$ cat src/rtl/half_float_pkg.sv
// Shared definitions for the half-precision float blocks: field widths,
// controller states and a field packing helper.
`default_nettype none

package half_float_pkg;

  localparam int unsigned EXP_W    = 5;
  localparam int unsigned MANT_W   = 10;
  localparam int unsigned EXP_BIAS = 15;
  localparam logic [EXP_W-1:0] EXP_INF = 5'b11111;

  typedef enum logic [1:0] {
    IDLE  = 2'd0,
    NORM  = 2'd1,
    ROUND = 2'd2,
    DONE  = 2'd3
  } state_t;

  function automatic logic [15:0] pack_half(input logic             sign,
                                            input logic [EXP_W-1:0]  exp,
                                            input logic [MANT_W-1:0] mant);
    return {sign, exp, mant};
  endfunction

endpackage

`default_nettype wire

$ cat src/rtl/half_round_rne.sv
// Round-to-nearest-even of a normalized 16-bit magnitude to a 10-bit mantissa,
// with exponent carry and overflow-to-infinity detection.
`default_nettype none

module half_round_rne
  import half_float_pkg::*;
(
  input  logic [15:0]       mag,
  input  logic [EXP_W-1:0]  exp_in,
  output logic [EXP_W-1:0]  exp_out,
  output logic [MANT_W-1:0] mant_out,
  output logic              inexact,
  output logic              overflow
);

  logic [MANT_W-1:0] mant;
  logic              guard;
  logic              sticky;
  logic              round_up;
  logic [MANT_W:0]   mant_sum;
  logic [EXP_W:0]    exp_sum;
  logic              normalized;

  // mag[15] is the hidden one; an unnormalized operand can only be zero.
  assign normalized = mag[15];
  assign mant       = mag[14:5];
  assign guard      = mag[4];
  assign sticky     = |mag[3:0];
  assign round_up   = guard & (sticky | mant[0]);
  assign mant_sum   = {1'b0, mant} + {{MANT_W{1'b0}}, round_up};
  assign exp_sum    = {1'b0, exp_in} + {{EXP_W{1'b0}}, mant_sum[MANT_W]};

  always_comb begin
    exp_out  = exp_sum[EXP_W-1:0];
    mant_out = mant_sum[MANT_W-1:0];
    inexact  = guard | sticky;
    overflow = 1'b0;
    if (!normalized) begin
      exp_out  = '0;
      mant_out = '0;
      inexact  = 1'b0;
    end else if (exp_sum >= {1'b0, EXP_INF}) begin
      exp_out  = EXP_INF;
      mant_out = '0;
      overflow = 1'b1;
    end
  end

endmodule

`default_nettype wire

$ cat src/rtl/int_to_half_encoder.sv
// 16-bit integer to IEEE 754 half-precision converter: iterative left-shift
// normalization, round-to-nearest-even, valid/ready on both sides.
`default_nettype none

module int_to_half_encoder
  import half_float_pkg::*;
#(
  parameter bit SIGNED_IN = 1'b1
) (
  input  logic        clk,
  input  logic        rst,
  input  logic        in_valid,
  output logic        in_ready,
  input  logic [15:0] in_data,
  output logic        out_valid,
  input  logic        out_ready,
  output logic [15:0] out_data,
  output logic        out_inexact,
  output logic        out_overflow
);

  state_t state, state_nxt;

  logic        sign_r;
  logic [15:0] mag_r;
  logic [3:0]  k_r;

  logic        in_sign;
  logic [15:0] in_mag;

  logic [EXP_W-1:0]  exp_norm;
  logic [EXP_W-1:0]  rnd_exp;
  logic [MANT_W-1:0] rnd_mant;
  logic              rnd_inexact;
  logic              rnd_overflow;

  // Negating -32768 wraps back to 16'h8000, which is the correct magnitude.
  assign in_sign  = SIGNED_IN & in_data[15];
  assign in_mag   = in_sign ? (~in_data + 16'd1) : in_data;
  assign exp_norm = 5'd30 - {1'b0, k_r};

  assign in_ready  = (state == IDLE);
  assign out_valid = (state == DONE);

  half_round_rne u_round (
    .mag      (mag_r),
    .exp_in   (exp_norm),
    .exp_out  (rnd_exp),
    .mant_out (rnd_mant),
    .inexact  (rnd_inexact),
    .overflow (rnd_overflow)
  );

  always_ff @(posedge clk) begin
    if (rst) begin
      state <= IDLE;
    end else begin
      state <= state_nxt;
    end
  end

  always_comb begin
    state_nxt = state;
    case (state)
      IDLE:    if (in_valid) state_nxt = (in_mag == 16'd0) ? DONE : NORM;
      NORM:    if (mag_r[15]) state_nxt = ROUND;
      ROUND:   state_nxt = DONE;
      DONE:    if (out_ready) state_nxt = IDLE;
      default: state_nxt = IDLE;
    endcase
  end

  always_ff @(posedge clk) begin
    if (rst) begin
      sign_r       <= 1'b0;
      mag_r        <= 16'd0;
      k_r          <= 4'd0;
      out_data     <= 16'h0000;
      out_inexact  <= 1'b0;
      out_overflow <= 1'b0;
    end else begin
      case (state)
        IDLE: begin
          if (in_valid) begin
            sign_r <= in_sign;
            mag_r  <= in_mag;
            k_r    <= 4'd0;
            if (in_mag == 16'd0) begin
              out_data     <= 16'h0000;
              out_inexact  <= 1'b0;
              out_overflow <= 1'b0;
            end
          end
        end
        NORM: begin
          if (!mag_r[15]) begin
            mag_r <= {mag_r[14:0], 1'b0};
            k_r   <= k_r + 4'd1;
          end
        end
        ROUND: begin
          out_data     <= pack_half(sign_r, rnd_exp, rnd_mant);
          out_inexact  <= rnd_inexact;
          out_overflow <= rnd_overflow;
        end
        default: ;
      endcase
    end
  end

endmodule

`default_nettype wire
$ cat config.mk
export PLATFORM = sky130hd
export DESIGN_NAME = int_to_half_encoder
export DESIGN_NICKNAME = d
export VERILOG_FILES = /design/src/rtl/half_float_pkg.sv /design/src/rtl/half_round_rne.sv /design/src/rtl/int_to_half_encoder.sv
export SDC_FILE = /design/constraint.sdc
export NUM_CORES = 1
export LEC_CHECK = 0
export CAP_MARGIN = 20
export CORE_ASPECT_RATIO = 1.5
export CORE_UTILIZATION = 25
export DETAILED_ROUTE_END_ITERATION = 10
export GPL_ROUTABILITY_DRIVEN = 1
export SYNTH_ARGS = -nofsm -noshare
export SYNTH_HDL_FRONTEND = slang
export SYNTH_SLANG_ARGS = --single-unit
$ cat constraint.sdc
create_clock -name clk -period 10 [get_ports clk]
set_input_delay 2.5 -clock clk [delete_from_list [all_inputs] [get_ports clk]]
set_output_delay 2.5 -clock clk [all_outputs]
set_load 0.01 [all_outputs]
==> impl_results.html <==
<table>
<tr><th>Metric</th><th>Value</th></tr>
<tr><th colspan="2">Status</th></tr>
<tr><td>Run status</td><td>finished, final reports clean</td></tr>
<tr><th colspan="2">Setup path</th></tr>
<tr><td>Reg2reg setup slack</td><td>6990 ps</td></tr>
<tr><td>Count of buffering cells on the critical path with inverters included</td><td>3</td></tr>
<tr><td>Critical path type</td><td>in2reg</td></tr>
<tr><td>Critical path required time</td><td>10,160 ps</td></tr>
<tr><td>Critical Path AT</td><td>5690 ps</td></tr>
<tr><td>Type of origin of the critical path</td><td>input pin</td></tr>
<tr><td>Worst-path maximum fanout</td><td>14</td></tr>
<tr><td>Worst stage delay on the critical path</td><td>570 ps</td></tr>
<tr><td>Type of element capturing the critical path</td><td>flop</td></tr>
<tr><td>Ordered list of cells on the worst path</td><td>clkdlybuf4s50_1 -&gt; inv_1 -&gt; ha_1 -&gt; nor4b_1 -&gt; nand4b_1 -&gt; nor3b_1 -&gt; a2111oi_0 -&gt; o2111ai_2 -&gt; a2bb2oi_2 -&gt; buf_8 -&gt; mux2i_1</td></tr>
<tr><td>Family with the most delay on the worst path</td><td>compound AO/OA/AOI/OAI gates</td></tr>
<tr><td>Critical-path cell with the highest stage delay</td><td>nor4b_1</td></tr>
<tr><th colspan="2">Floorplanning</th></tr>
<tr><td>Initial core utilization</td><td>0.2612</td></tr>
<tr><td>Die Ht</td><td>131.5 um</td></tr>
<tr><td>Die Footprint</td><td>11,620 um2</td></tr>
<tr><td>Number of top-level pins</td><td>40</td></tr>
<tr><td>Die width</td><td>88.36 um</td></tr>
<tr><td>Core footprint</td><td>10,710 um2</td></tr>
<tr><td>Number of core rows</td><td>46</td></tr>
<tr><th colspan="2">Timing</th></tr>
<tr><td>Worst setup skew after layout</td><td>4.870 ps</td></tr>
<tr><td>Fin. max-slew vios</td><td>0</td></tr>
<tr><td>Hold Slack</td><td>464.3 ps</td></tr>
<tr><td>Post-layout min period</td><td>5533 ps</td></tr>
<tr><td>Slew at the pin closest to its max-slew limit</td><td>859.2 ps</td></tr>
<tr><td>Worst setup margin</td><td>4467 ps</td></tr>
<tr><td>RSZ-0062 raised after global routing</td><td>no</td></tr>
<tr><td>Setup-violating endpoint count in the final report</td><td>0</td></tr>
<tr><td>Endpoints failing hold</td><td>0</td></tr>
<tr><td>Final worst-path cycle share</td><td>0.5533</td></tr>
<tr><td>Post-Route Setup TNS</td><td>0 ps</td></tr>
<tr><td>Max_slew headroom</td><td>0.4251</td></tr>
<tr><td>Maximum clock frequency</td><td>180.7 MHz</td></tr>
<tr><th colspan="2">Clock network</th></tr>
<tr><td>Number of CTS-inserted buffers</td><td>5</td></tr>
<tr><td>Cell at the root of the clock tree</td><td>clkbuf_16</td></tr>
<tr><td>Number of buffers between clock root and the deepest sink</td><td>2</td></tr>
<tr><td>Hold-fix buffer count after cts</td><td>0</td></tr>
<tr><td>Number of sinks handled by clock tree synthesis</td><td>41</td></tr>
<tr><td>Clock insertion delay at the later pin of the skew report</td><td>280 ps</td></tr>
<tr><td>Clock transition at the registers of the reported paths</td><td>60 ps</td></tr>
<tr><td>CTS tree</td><td>built</td></tr>
<tr><td>Post-cts sizing count</td><td>0</td></tr>
<tr><td># H-tree levels</td><td>2</td></tr>
<tr><td>Buffers inserted during post-CTS setup optimization</td><td>0</td></tr>
<tr><th colspan="2">Logic synthesis</th></tr>
<tr><td>Synthesized area per cell</td><td>7.990 um2</td></tr>
<tr><td>Count of flip-flops with a built-in enable after synthesis</td><td>0</td></tr>
<tr><td>Number of warnings issued by yosys</td><td>0</td></tr>
<tr><td>Mux cell area share after synthesis</td><td>0.07204</td></tr>
<tr><td>Synth Cell Area</td><td>2796 um2</td></tr>
<tr><td>Share of synthesized cell area in full adder, half adder and majority cells</td><td>0.04474</td></tr>
<tr><td>Area fraction in compound gates after synthesis</td><td>0.1852</td></tr>
<tr><td>Xor and xnor area share after synthesis</td><td>0.07517</td></tr>
<tr><td>Commonest register cell after synthesis</td><td>dfxtp_1</td></tr>
<tr><td>Count of mapped cells out of synthesis</td><td>350</td></tr>
<tr><td>Portion of the post-synthesis area used by sequential elements</td><td>0.2935</td></tr>
<tr><td>Post-synthesis share of cell area spent on and, or, nand and nor gates</td><td>0.2694</td></tr>
<tr><td>Number of distinct library cells after synthesis</td><td>51</td></tr>
<tr><td>Post-synth net total</td><td>380</td></tr>
<tr><td>Dominant combinational cell family by area after synthesis</td><td>simple AND/OR/NAND/NOR gates</td></tr>
<tr><td>Synth async-reset ratio</td><td>0</td></tr>
<tr><td>Register bit count reported by yosys</td><td>41</td></tr>
<tr><th colspan="2">Finish</th></tr>
<tr><td>Multi-input gate area in the final layout</td><td>1808 um2</td></tr>
<tr><td>Most frequent cells in the layout</td><td>dfxtp_1 (41), clkdlybuf4s50_1 (39), nand2_1 (35)</td></tr>
<tr><td>Filler instances</td><td>1,143</td></tr>
<tr><td>Area grow syn2layout</td><td>22.73%</td></tr>
<tr><td>Most frequent standard cell in the layout excluding fill and tap cells</td><td>dfxtp_1</td></tr>
<tr><td>Net count reported at finish</td><td>406</td></tr>
<tr><td>Seq. cell area</td><td>820.8 um2</td></tr>
<tr><td>Share of layout cells above drive strength 1</td><td>0.04509</td></tr>
<tr><td>Non-filler instance count after layout</td><td>521</td></tr>
<tr><td>Total inserted antenna cells</td><td>0</td></tr>
<tr><th colspan="2">Global route</th></tr>
<tr><td>Global routing usage summed across all routing layers</td><td>0.1183</td></tr>
<tr><td>Number of global-route vias before repair</td><td>2,441</td></tr>
<tr><td>Residual overflow from global routing</td><td>0</td></tr>
<tr><td>Pin count of the biggest net entering global routing</td><td>44</td></tr>
<tr><td>Antenna violations before repair</td><td>0</td></tr>
<tr><td>Global-route wire length before repair</td><td>11,200 um</td></tr>
<tr><th colspan="2">Detailed routing</th></tr>
<tr><td>Per-cell routed wire length</td><td>12.70 um</td></tr>
<tr><td>First DRT Iteration DRCs</td><td>159</td></tr>
<tr><td>Total wire length</td><td>6617 um</td></tr>
<tr><td>Routed Antenna Nets</td><td>0</td></tr>
<tr><td>DRT Pass-1 Iters</td><td>5</td></tr>
<tr><td>Via count</td><td>2,537</td></tr>
<tr><td>DR DRC count</td><td>0</td></tr>
<tr><td>Post-detailed-route via-to-cell ratio</td><td>4.869</td></tr>
<tr><th colspan="2">Pwr</th></tr>
<tr><td>Clock power frac</td><td>0.258</td></tr>
<tr><td>Logic gate share of total power</td><td>0.395</td></tr>
<tr><td>Switching portion of total power</td><td>0.3825</td></tr>
<tr><td>Reg power frac</td><td>0.348</td></tr>
<tr><td>Worst vdd rail ir drop</td><td>0.08373 mV</td></tr>
<tr><td>Static leakage</td><td>1.329 nW</td></tr>
<tr><td>Power per Cell Area</td><td>189.9 nW/um2</td></tr>
<tr><td>Internal power</td><td>0.4025 mW</td></tr>
<tr><td>Net switching power</td><td>0.2493 mW</td></tr>
<tr><th colspan="2">Placed design</th></tr>
<tr><td>Final estimated routing congestion in global placement</td><td>0.8659</td></tr>
<tr><td>Number of port buffers</td><td>39</td></tr>
<tr><td>Number of instances in the placed design</td><td>513</td></tr>
<tr><td>Worst setup timing slack at the placement stage</td><td>4211 ps</td></tr>
<tr><td>Detailed Place HPWL</td><td>5031 um</td></tr>
<tr><th colspan="2">Min path</th></tr>
<tr><td>Worst hold path class</td><td>reg2reg</td></tr>
<tr><th colspan="2">Run</th></tr>
<tr><td>Maxcap violations</td><td>0</td></tr>
</table>
-- registers in the layout, indices dropped and copies added (netlist names) --
signal / count
out_data: 16
state: 2
k_r: 4
out_inexact: 1
out_overflow: 1
sign_r: 1
mag_r: 16
-- per-layer routing --
metal	vias up	track usage	part of all wire
li1	1298	-	-
met1	1181	0.1469	0.46
met2	53	0.2013	0.49
met3	5	0.01570	0.033
met4	0	0.04659	0.015
met5	-	0	0
-- metrics by stage --
stage	util	total power [mW]	instance area, um2
2_1_floorplan	-	0.4201	2796
3_3_place_gp	0.3045	0.4821	3259
3_5_place_dp	0.3059	0.4864	3274
4_1_cts	0.3206	0.6571	3432
5_1_grt	0.3206	0.6997	3432
6_report	0.3206	0.6518	3432
-- synthesized netlist by cell type, drive strengths merged, types with 3 or more instances --
cell	n	area share
nand3b	3	0.0081
and2	3	0.0067
o21ai	17	0.030
nand2	35	0.047
a21oi	12	0.021
nand2b	22	0.049
ha	10	0.045
nand3	11	0.020
o211ai	3	0.0081
nor2	31	0.042
xnor2	16	0.050
or3	7	0.016
nor3	8	0.014
mux2i	19	0.068
and3	10	0.022
dfxtp	41	0.29
o31ai	4	0.011
a211oi	4	0.011
a21o	5	0.013
inv	14	0.019
xor2	8	0.025
a222oi	7	0.025
a31oi	6	0.013
buf	5	0.018
clkbuf	17	0.023
-- path summary, 6_finish.rpt --
check                  start          end  cells after the start
setup / recovery  in_data[0]  out_data[2]                     11
hold reg to reg       sign_r       sign_r                      2
hold / removal        sign_r       sign_r                      2
setup reg to reg    mag_r[4]  out_data[9]                     13
-- worst min-delay path, stage by stage, from the launching register on --
cell and delay [ps]:
dfxtp_1 310, nand2_1 50, a21oi_1 50
-- area by class of cell --
type / count / share of cell area
repair buffers: 41 / 0.1203
inverters: 14 / 0.01531
clock buffers: 7 / 0.04448
well taps: 144 / 0.05250
clock inverters: 1 / 0.001458
multi-input cells: 273 / 0.5268
flip-flops and latches: 41 / 0.2392
-- cell families (layout without fill, tap and decap cells) --
family | count (synthesis) | count (layout)
AND/OR/NAND/NOR | 145 | 145
multiplexers | 20 | 20
adder cells (fa/ha/maj) | 10 | 10
flip-flops | 41 | 41
XOR/XNOR | 24 | 24
AO/OA/AOI/OAI | 74 | 74
buffers and inverters | 36 | 63
-- power groups by stage --
stage	registers (mW)	clock network, mW	logic (mW)
final	0.227	0.168	0.257
after global routing	0.231	0.179	0.289
after CTS	0.226	0.173	0.258
after detailed placement	0.230	0	0.256
after global placement	0.229	0	0.253
after floorplan	0.218	0	0.202
No activity file was read; power rests on OpenSTA's default activity.
